===== src/rtl/rv32i_types.sv =====
// Shared types for the instruction-fetch front end.
//   fetch_state_t : prefetch controller states
//   INSTR_BYTES   : size of one instruction word in bytes
package rv32i_types;

    typedef enum logic [1:0] {
        IDLE  = 2'd0,
        REQ   = 2'd1,
        DRAIN = 2'd2
    } fetch_state_t;

    localparam int INSTR_BYTES = 4;

endpackage


===== src/rtl/fetch_fifo.sv =====
// Circular instruction queue with synchronous flush.
//   clk, rst_n : clock, async active-low reset
//   flush      : empties the queue and rewinds both pointers (wins over push/pop)
//   push/wdata : write one entry at the write pointer
//   pop        : advance the read pointer
//   rdata      : entry at the read pointer (registered storage, no bypass)
//   count      : current occupancy, 0..DEPTH
module fetch_fifo #(
    parameter int WIDTH = 64,
    parameter int DEPTH = 4
) (
    input  logic                     clk,
    input  logic                     rst_n,
    input  logic                     flush,
    input  logic                     push,
    input  logic [WIDTH-1:0]         wdata,
    input  logic                     pop,
    output logic [WIDTH-1:0]         rdata,
    output logic [$clog2(DEPTH):0]   count
);

    localparam int AW = $clog2(DEPTH);
    localparam int CW = AW + 1;

    logic [WIDTH-1:0] mem_q [DEPTH];
    logic [AW-1:0]    wr_ptr_q;
    logic [AW-1:0]    rd_ptr_q;
    logic [CW-1:0]    count_q;

    // Storage is reset so the head reads as zero straight out of reset.
    always_ff @(posedge clk or negedge rst_n) begin
        if (!rst_n) begin
            for (int i = 0; i < DEPTH; i++) begin
                mem_q[i] <= '0;
            end
            wr_ptr_q <= '0;
            rd_ptr_q <= '0;
            count_q  <= '0;
        end else if (flush) begin
            wr_ptr_q <= '0;
            rd_ptr_q <= '0;
            count_q  <= '0;
        end else begin
            if (push) begin
                mem_q[wr_ptr_q] <= wdata;
                wr_ptr_q        <= wr_ptr_q + 1'b1;
            end
            if (pop) begin
                rd_ptr_q <= rd_ptr_q + 1'b1;
            end
            count_q <= count_q + CW'(push) - CW'(pop);
        end
    end

    assign rdata = mem_q[rd_ptr_q];
    assign count = count_q;

endmodule


===== src/rtl/if_prefetch.sv =====
// Instruction prefetcher: keeps a small queue of fetched words ahead of decode,
// with one outstanding read on memory port A and flush-and-refetch on redirect.
//   clk, rst_n                    : clock, async active-low reset
//   read_a/address_a/resp_a/rdata_a : memory port A
//   instr_valid/instr/instr_pc/instr_ready : queue head handshake to decode
//   redirect/redirect_pc          : flush queue and restart fetch at redirect_pc
//
// state | meaning
// IDLE  | no request outstanding
// REQ   | request outstanding, response will be queued
// DRAIN | stale request outstanding, response will be dropped
module if_prefetch
    import rv32i_types::*;
#(
    parameter logic [31:0] RESET_PC = 32'h0000_0060,
    parameter int          DEPTH    = 4
) (
    input  logic        clk,
    input  logic        rst_n,
    output logic        read_a,
    output logic [31:0] address_a,
    input  logic        resp_a,
    input  logic [31:0] rdata_a,
    output logic        instr_valid,
    output logic [31:0] instr,
    output logic [31:0] instr_pc,
    input  logic        instr_ready,
    input  logic        redirect,
    input  logic [31:0] redirect_pc
);

    localparam int CW = $clog2(DEPTH) + 1;

    fetch_state_t  state_q, state_d;
    logic [31:0]   fetch_pc_q, fetch_pc_d;
    logic [31:0]   req_addr_q, req_addr_d;

    logic [CW-1:0] count;
    logic [CW-1:0] cnt_next;
    logic [63:0]   head;
    logic          push, pop, slot_free;
    logic [31:0]   redir_pc, pc_inc;

    assign redir_pc    = redirect_pc & ~(32'(INSTR_BYTES) - 32'd1);
    assign pc_inc      = fetch_pc_q + 32'(INSTR_BYTES);
    assign instr_valid = (count != '0);
    assign pop         = instr_valid & instr_ready & ~redirect;
    assign push        = (state_q == REQ) & resp_a & ~redirect;

    // Occupancy after this edge; a new request may only go out if it will
    // still have a slot, so push can never overflow.
    assign cnt_next  = redirect ? '0 : count + CW'(push) - CW'(pop);
    assign slot_free = (cnt_next < CW'(DEPTH));

    fetch_fifo #(
        .WIDTH (64),
        .DEPTH (DEPTH)
    ) u_fifo (
        .clk   (clk),
        .rst_n (rst_n),
        .flush (redirect),
        .push  (push),
        .wdata ({req_addr_q, rdata_a}),
        .pop   (pop),
        .rdata (head),
        .count (count)
    );

    assign instr    = head[31:0];
    assign instr_pc = head[63:32];

    always_ff @(posedge clk or negedge rst_n) begin
        if (!rst_n) begin
            state_q    <= IDLE;
            fetch_pc_q <= RESET_PC;
            req_addr_q <= RESET_PC;
        end else begin
            state_q    <= state_d;
            fetch_pc_q <= fetch_pc_d;
            req_addr_q <= req_addr_d;
        end
    end

    always_comb begin
        state_d    = state_q;
        fetch_pc_d = fetch_pc_q;
        req_addr_d = req_addr_q;
        case (state_q)
            IDLE: begin
                // A redirect here only moves the PC; the request follows next cycle.
                if (redirect) begin
                    fetch_pc_d = redir_pc;
                end else if (slot_free) begin
                    state_d    = REQ;
                    req_addr_d = fetch_pc_q;
                end
            end
            REQ: begin
                if (redirect) begin
                    fetch_pc_d = redir_pc;
                    if (resp_a) begin
                        // Response dropped; queue is empty so refetch at once.
                        state_d    = REQ;
                        req_addr_d = redir_pc;
                    end else begin
                        state_d = DRAIN;
                    end
                end else if (resp_a) begin
                    fetch_pc_d = pc_inc;
                    if (slot_free) begin
                        req_addr_d = pc_inc;
                    end else begin
                        state_d = IDLE;
                    end
                end
            end
            DRAIN: begin
                if (redirect) begin
                    fetch_pc_d = redir_pc;
                end
                if (resp_a) begin
                    if (slot_free) begin
                        state_d    = REQ;
                        req_addr_d = fetch_pc_d;
                    end else begin
                        state_d = IDLE;
                    end
                end
            end
            default: begin
                state_d = IDLE;
            end
        endcase
    end

    always_comb begin
        read_a = (state_q == REQ) || (state_q == DRAIN);
    end

    assign address_a = req_addr_q;

endmodule

===== config.mk =====
export PLATFORM = sky130hd
export DESIGN_NAME = if_prefetch
export DESIGN_NICKNAME = d
export VERILOG_FILES = /design/src/rtl/rv32i_types.sv /design/src/rtl/fetch_fifo.sv /design/src/rtl/if_prefetch.sv
export SDC_FILE = /design/constraint.sdc
export NUM_CORES = 1
export LEC_CHECK = 0
export ABC_CLOCK_PERIOD_IN_PS = 3600
export CAP_MARGIN = 40
export CORE_ASPECT_RATIO = 2
export CORE_MARGIN = 3
export CORE_UTILIZATION = 52
export DETAILED_ROUTE_END_ITERATION = 8
export PLACE_DENSITY = 0.82
export SYNTH_ARGS = -nofsm -noshare
export SYNTH_HDL_FRONTEND = slang
export SYNTH_SLANG_ARGS = --single-unit

===== constraint.sdc =====
create_clock -name clk -period 3.6 [get_ports clk]
set_input_delay 0.36 -clock clk [delete_from_list [all_inputs] [get_ports clk]]
set_output_delay 0.36 -clock clk [all_outputs]
set_load 0.03 [all_outputs]

==> results.json, run 1 <==
{
  "hp-class": "in -> reg",
  "pin_count": 167,
  "yosys.area_share.simple": 0.0746,
  "finalHoldViolCount": 0,
  "cp.arrival_ns": 3.84,
  "synth_enable_flop_cells": 0,
  "post-route-min-period_ns": 3.37,
  "diodes": 0,
  "synth_seq_cells": 329,
  "antenna_left": 0,
  "status": "complete, no violations",
  "seqCellArea_sq_mm": 0.00825,
  "powerDensity_mw_per_mm2": 926,
  "synthDominantCellAreaShare": 0.494,
  "peakVddDrop_uv": 886,
  "r2r-start": "u_fifo.count[1]$_DFF_PN0_",
  "routed_wl_um": 43800,
  "ys_seq_area_frac": 0.501,
  "area_growth_pct": 19.6,
  "synth_cells": 1324,
  "cts_setup_buffers": 0,
  "worst_pin_slew_ns": 0.881,
  "synth_common_cells": "dfrtp_1 (325), mux2_2 (258), o21ai_0 (80)",
  "drive_gt1_frac": 0.294,
  "slew_headroom": 0.407,
  "stdcell_count": 1896,
  "slowest_stage": "dfrtp_1",
  "clk_pin_slew_worst_paths_ns": 0.08,
  "synth_top_area_cell": "dfrtp_1",
  "initial_core_util": 0.531,
  "avgRoutedWirePerCell_um": 23.1,
  "drv_slew": 0,
  "rows": 91,
  "cts_root_buffer": "clkbuf_16",
  "cts_buffers": 28,
  "avgSynthCellArea_sq_um": 12.4,
  "n_fill_cell": 2453,
  "worst_clock_skew_ns": 0.0179,
  "async_flop_share": 1.00,
  "clk_latency_ns": 0.56,
  "crit_required_ns": 4.07,
  "place_area_sq_mm": 0.0187,
  "track_usage": 0.257,
  "finalSetupViolCount": 0,
  "min_from": "redirect",
  "synthMuxAreaShare": 0.272,
  "synth_flop_cell": "dfrtp_1",
  "nets": 1537,
  "leakage_uw": 0.00864,
  "cts.sinks": 329,
  "worstPathCellList": "or3_1, nand2_1, nor2_1, ha_1, inv_1, ha_1, inv_1, fa_1, xnor3_2, a21boi_1, a211oi_2, buf_12, nand2_1, o31ai_2",
  "synth_area_leaders": "dfrtp_1 (49%), mux2_2 (18%), mux4_2 (8.8%), o21ai_0 (2.4%), clkbuf_1 (1.7%)",
  "first_global_vias": 12800,
  "netlist_area_sq_mm": 0.0165,
  "vias_per_cell": 6.30,
  "drv_cap": 0,
  "crit_fanout": 28,
  "crit_buf_inv": 3,
  "synth-compound-area-share": 0.105,
  "grt_overflow_total": 0,
  "yosysUniqueCellTypes": 73,
  "gp_congestion": 0.985,
  "fp.dieH_um": 258,
  "clk_path_buf_depth": 3,
  "slowest_delay_ns": 0.44,
  "dieArea_sq_mm": 0.0339,
  "period_share": 0.937,
  "cts_tree": "built",
  "rsz0062_at_grt": "no",
  "worstHoldPathCells": 4,
  "dr.pass1.iters": 5,
  "rrSetupSlack_ns": 0.23,
  "num_vias": 12000,
  "first_iter_violations": 849,
  "grt_pass1_wl_um": 70000,
  "max_freq_ghz": 0.297,
  "place_inst": 1843,
  "tns_ns": 0,
  "synth_fp_nets": 1405,
  "critPathKind": "reg -> reg",
  "synth-adder-area-share": 0.00958,
  "synth_xor_area_frac": 0.00601,
  "multi_input_comb_area_sq_mm": 0.00773,
  "die_x_um": 132,
  "cp-start-kind": "flip-flop",
  "dp_hpwl_um": 29500,
  "cp-end-kind": "flip-flop",
  "cts_max_level": 1,
  "synth_top_family_by_area": "multiplexers",
  "stdcell_area_sq_mm": 0.0197,
  "drc": 0,
  "grt_max_degree": 125,
  "ys.warnings.count": 0,
  "min_to": "state_q[0]$_DFFE_PN0P_",
  "crit_family": "adder cells",
  "core_sq_mm": 0.0310,
  "antenna_found_initial": 0,
  "portBuffers": 164,
  "ff2ff_path_depth": 14,
  "rr_endpoint": "address_a[28]$_DFFE_PN0P_",
  "yosysMostFrequentCell": "dfrtp_1"
}
worst max path at each step:
stage / start / end / slack [ns] / depth (start not counted)
2_1_floorplan: redirect / address_a[7]$_DFFE_PN0P_ / 0.09 / 16
3_3_place_gp: instr_ready / address_a[28]$_DFFE_PN0P_ / 0.29 / 14
3_5_place_dp: u_fifo.count[1]$_DFF_PN0_ / address_a[28]$_DFFE_PN0P_ / 0.17 / 14
4_1_cts: u_fifo.count[1]$_DFF_PN0_ / address_a[28]$_DFFE_PN0P_ / 0.15 / 14
5_1_grt: u_fifo.count[1]$_DFF_PN0_ / address_a[23]$_DFFE_PN0P_ / 0.05 / 14
6_report: u_fifo.count[1]$_DFF_PN0_ / address_a[28]$_DFFE_PN0P_ / 0.23 / 14
sequential cells by signal, summed over array words and instances (netlist names):
name / cells
u_fifo.count: 3
u_fifo.rd_ptr_q: 2
u_fifo.mem_q: 256
fetch_pc_q: 32
u_fifo.wr_ptr_q: 2
state_q: 2
address_a: 32
kinds of logic after synthesis:
kind of cell,after synthesis
DFF,329
buffers and inverters,131
and+or+nand+nor,246
xor gates and xnor gates,8
adders and majority gates,12
AOI/OAI and AO/OA,263
muxes,335
timing repair:
item | in CTS | in global routing
endpoints found under the hold margin | 72 | 0
resized for setup | 0 | 3
hold buffers | 1 | 0
endpoints found under the setup margin | 0 | 4
routing by layer:
metal,GRT usage,part of all wire,wire length [um],vias to the layer above
met5,0,0,0,-
met4,0.134,0.055,2390,0
met3,0.0283,0.054,2370,141
met2,0.466,0.53,23200,508
met1,0.299,0.36,15800,6059
li1,-,-,-,5244
cell usage in the layout, fill, tap and decap left out, types with 25 or more instances in the layout:
cell type | netlist | final
a21oi_1 | 43 | 43
buf_4 | 3 | 30
clkbuf_16 | 0 | 29
clkdlybuf4s50_1 | 0 | 162
dfrtp_1 | 325 | 323
inv_1 | 27 | 27
mux2_2 | 258 | 258
mux4_2 | 64 | 64
nand2_1 | 72 | 68
nand3_1 | 25 | 25
nor2_1 | 51 | 51
o21ai_0 | 80 | 80
power breakdown:
| group | internal, uW | total, uW | leakage, uW | switching (uW) |
|---|---|---|---|---|
| logic | 3990 | 8790 | 0.00389 | 4800 |
| clock network | 1820 | 3220 | 0.000480 | 1400 |
| registers | 4970 | 6220 | 0.00428 | 1250 |
| total | 10800 | 18200 | 0.00864 | 7450 |
cell type report:
type	instances	share of cell area
multi-input combinational	864	0.393
sequential	329	0.419
timing repair buffer	206	0.107
inverter	27	0.00515
tap	418	0.0266
clock buffer	39	0.0418
clock inverter	13	0.00795
stage by stage:
stage | setup slack (ns) | total power, uW | hold slack [ns] | util
2_1_floorplan | 0.0900 | 11600 | 0.0644 | -
3_3_place_gp | 0.292 | 14700 | 0.367 | 0.603
3_5_place_dp | 0.174 | 15000 | 0.370 | 0.603
4_1_cts | 0.146 | 18200 | 0.226 | 0.635
5_1_grt | 0.0460 | 19200 | 0.270 | 0.635
6_report | 0.228 | 18200 | 0.233 | 0.635
worst register-to-register path: cells and delay by family (launching register included):
family / cells / cell delay (ns)
compound gates: 3 / 0.71
xor+xnor: 1 / 0.28
fa+ha+maj: 3 / 0.78
buf+inv: 3 / 0.33
flops: 1 / 0.44
simple gates: 4 / 0.72
No activity file was read; power rests on OpenSTA's default activity.
==> run 2, diff against run 1 <==
SKIP_CTS_REPAIR_TIMING = 1   (was not set)
==> results of run 2 <==
Same layout as run 1: the final DEF is identical, and so are final timing and power.
Among the figures that moved: via count of the first global-routing pass 12800 -> 12700
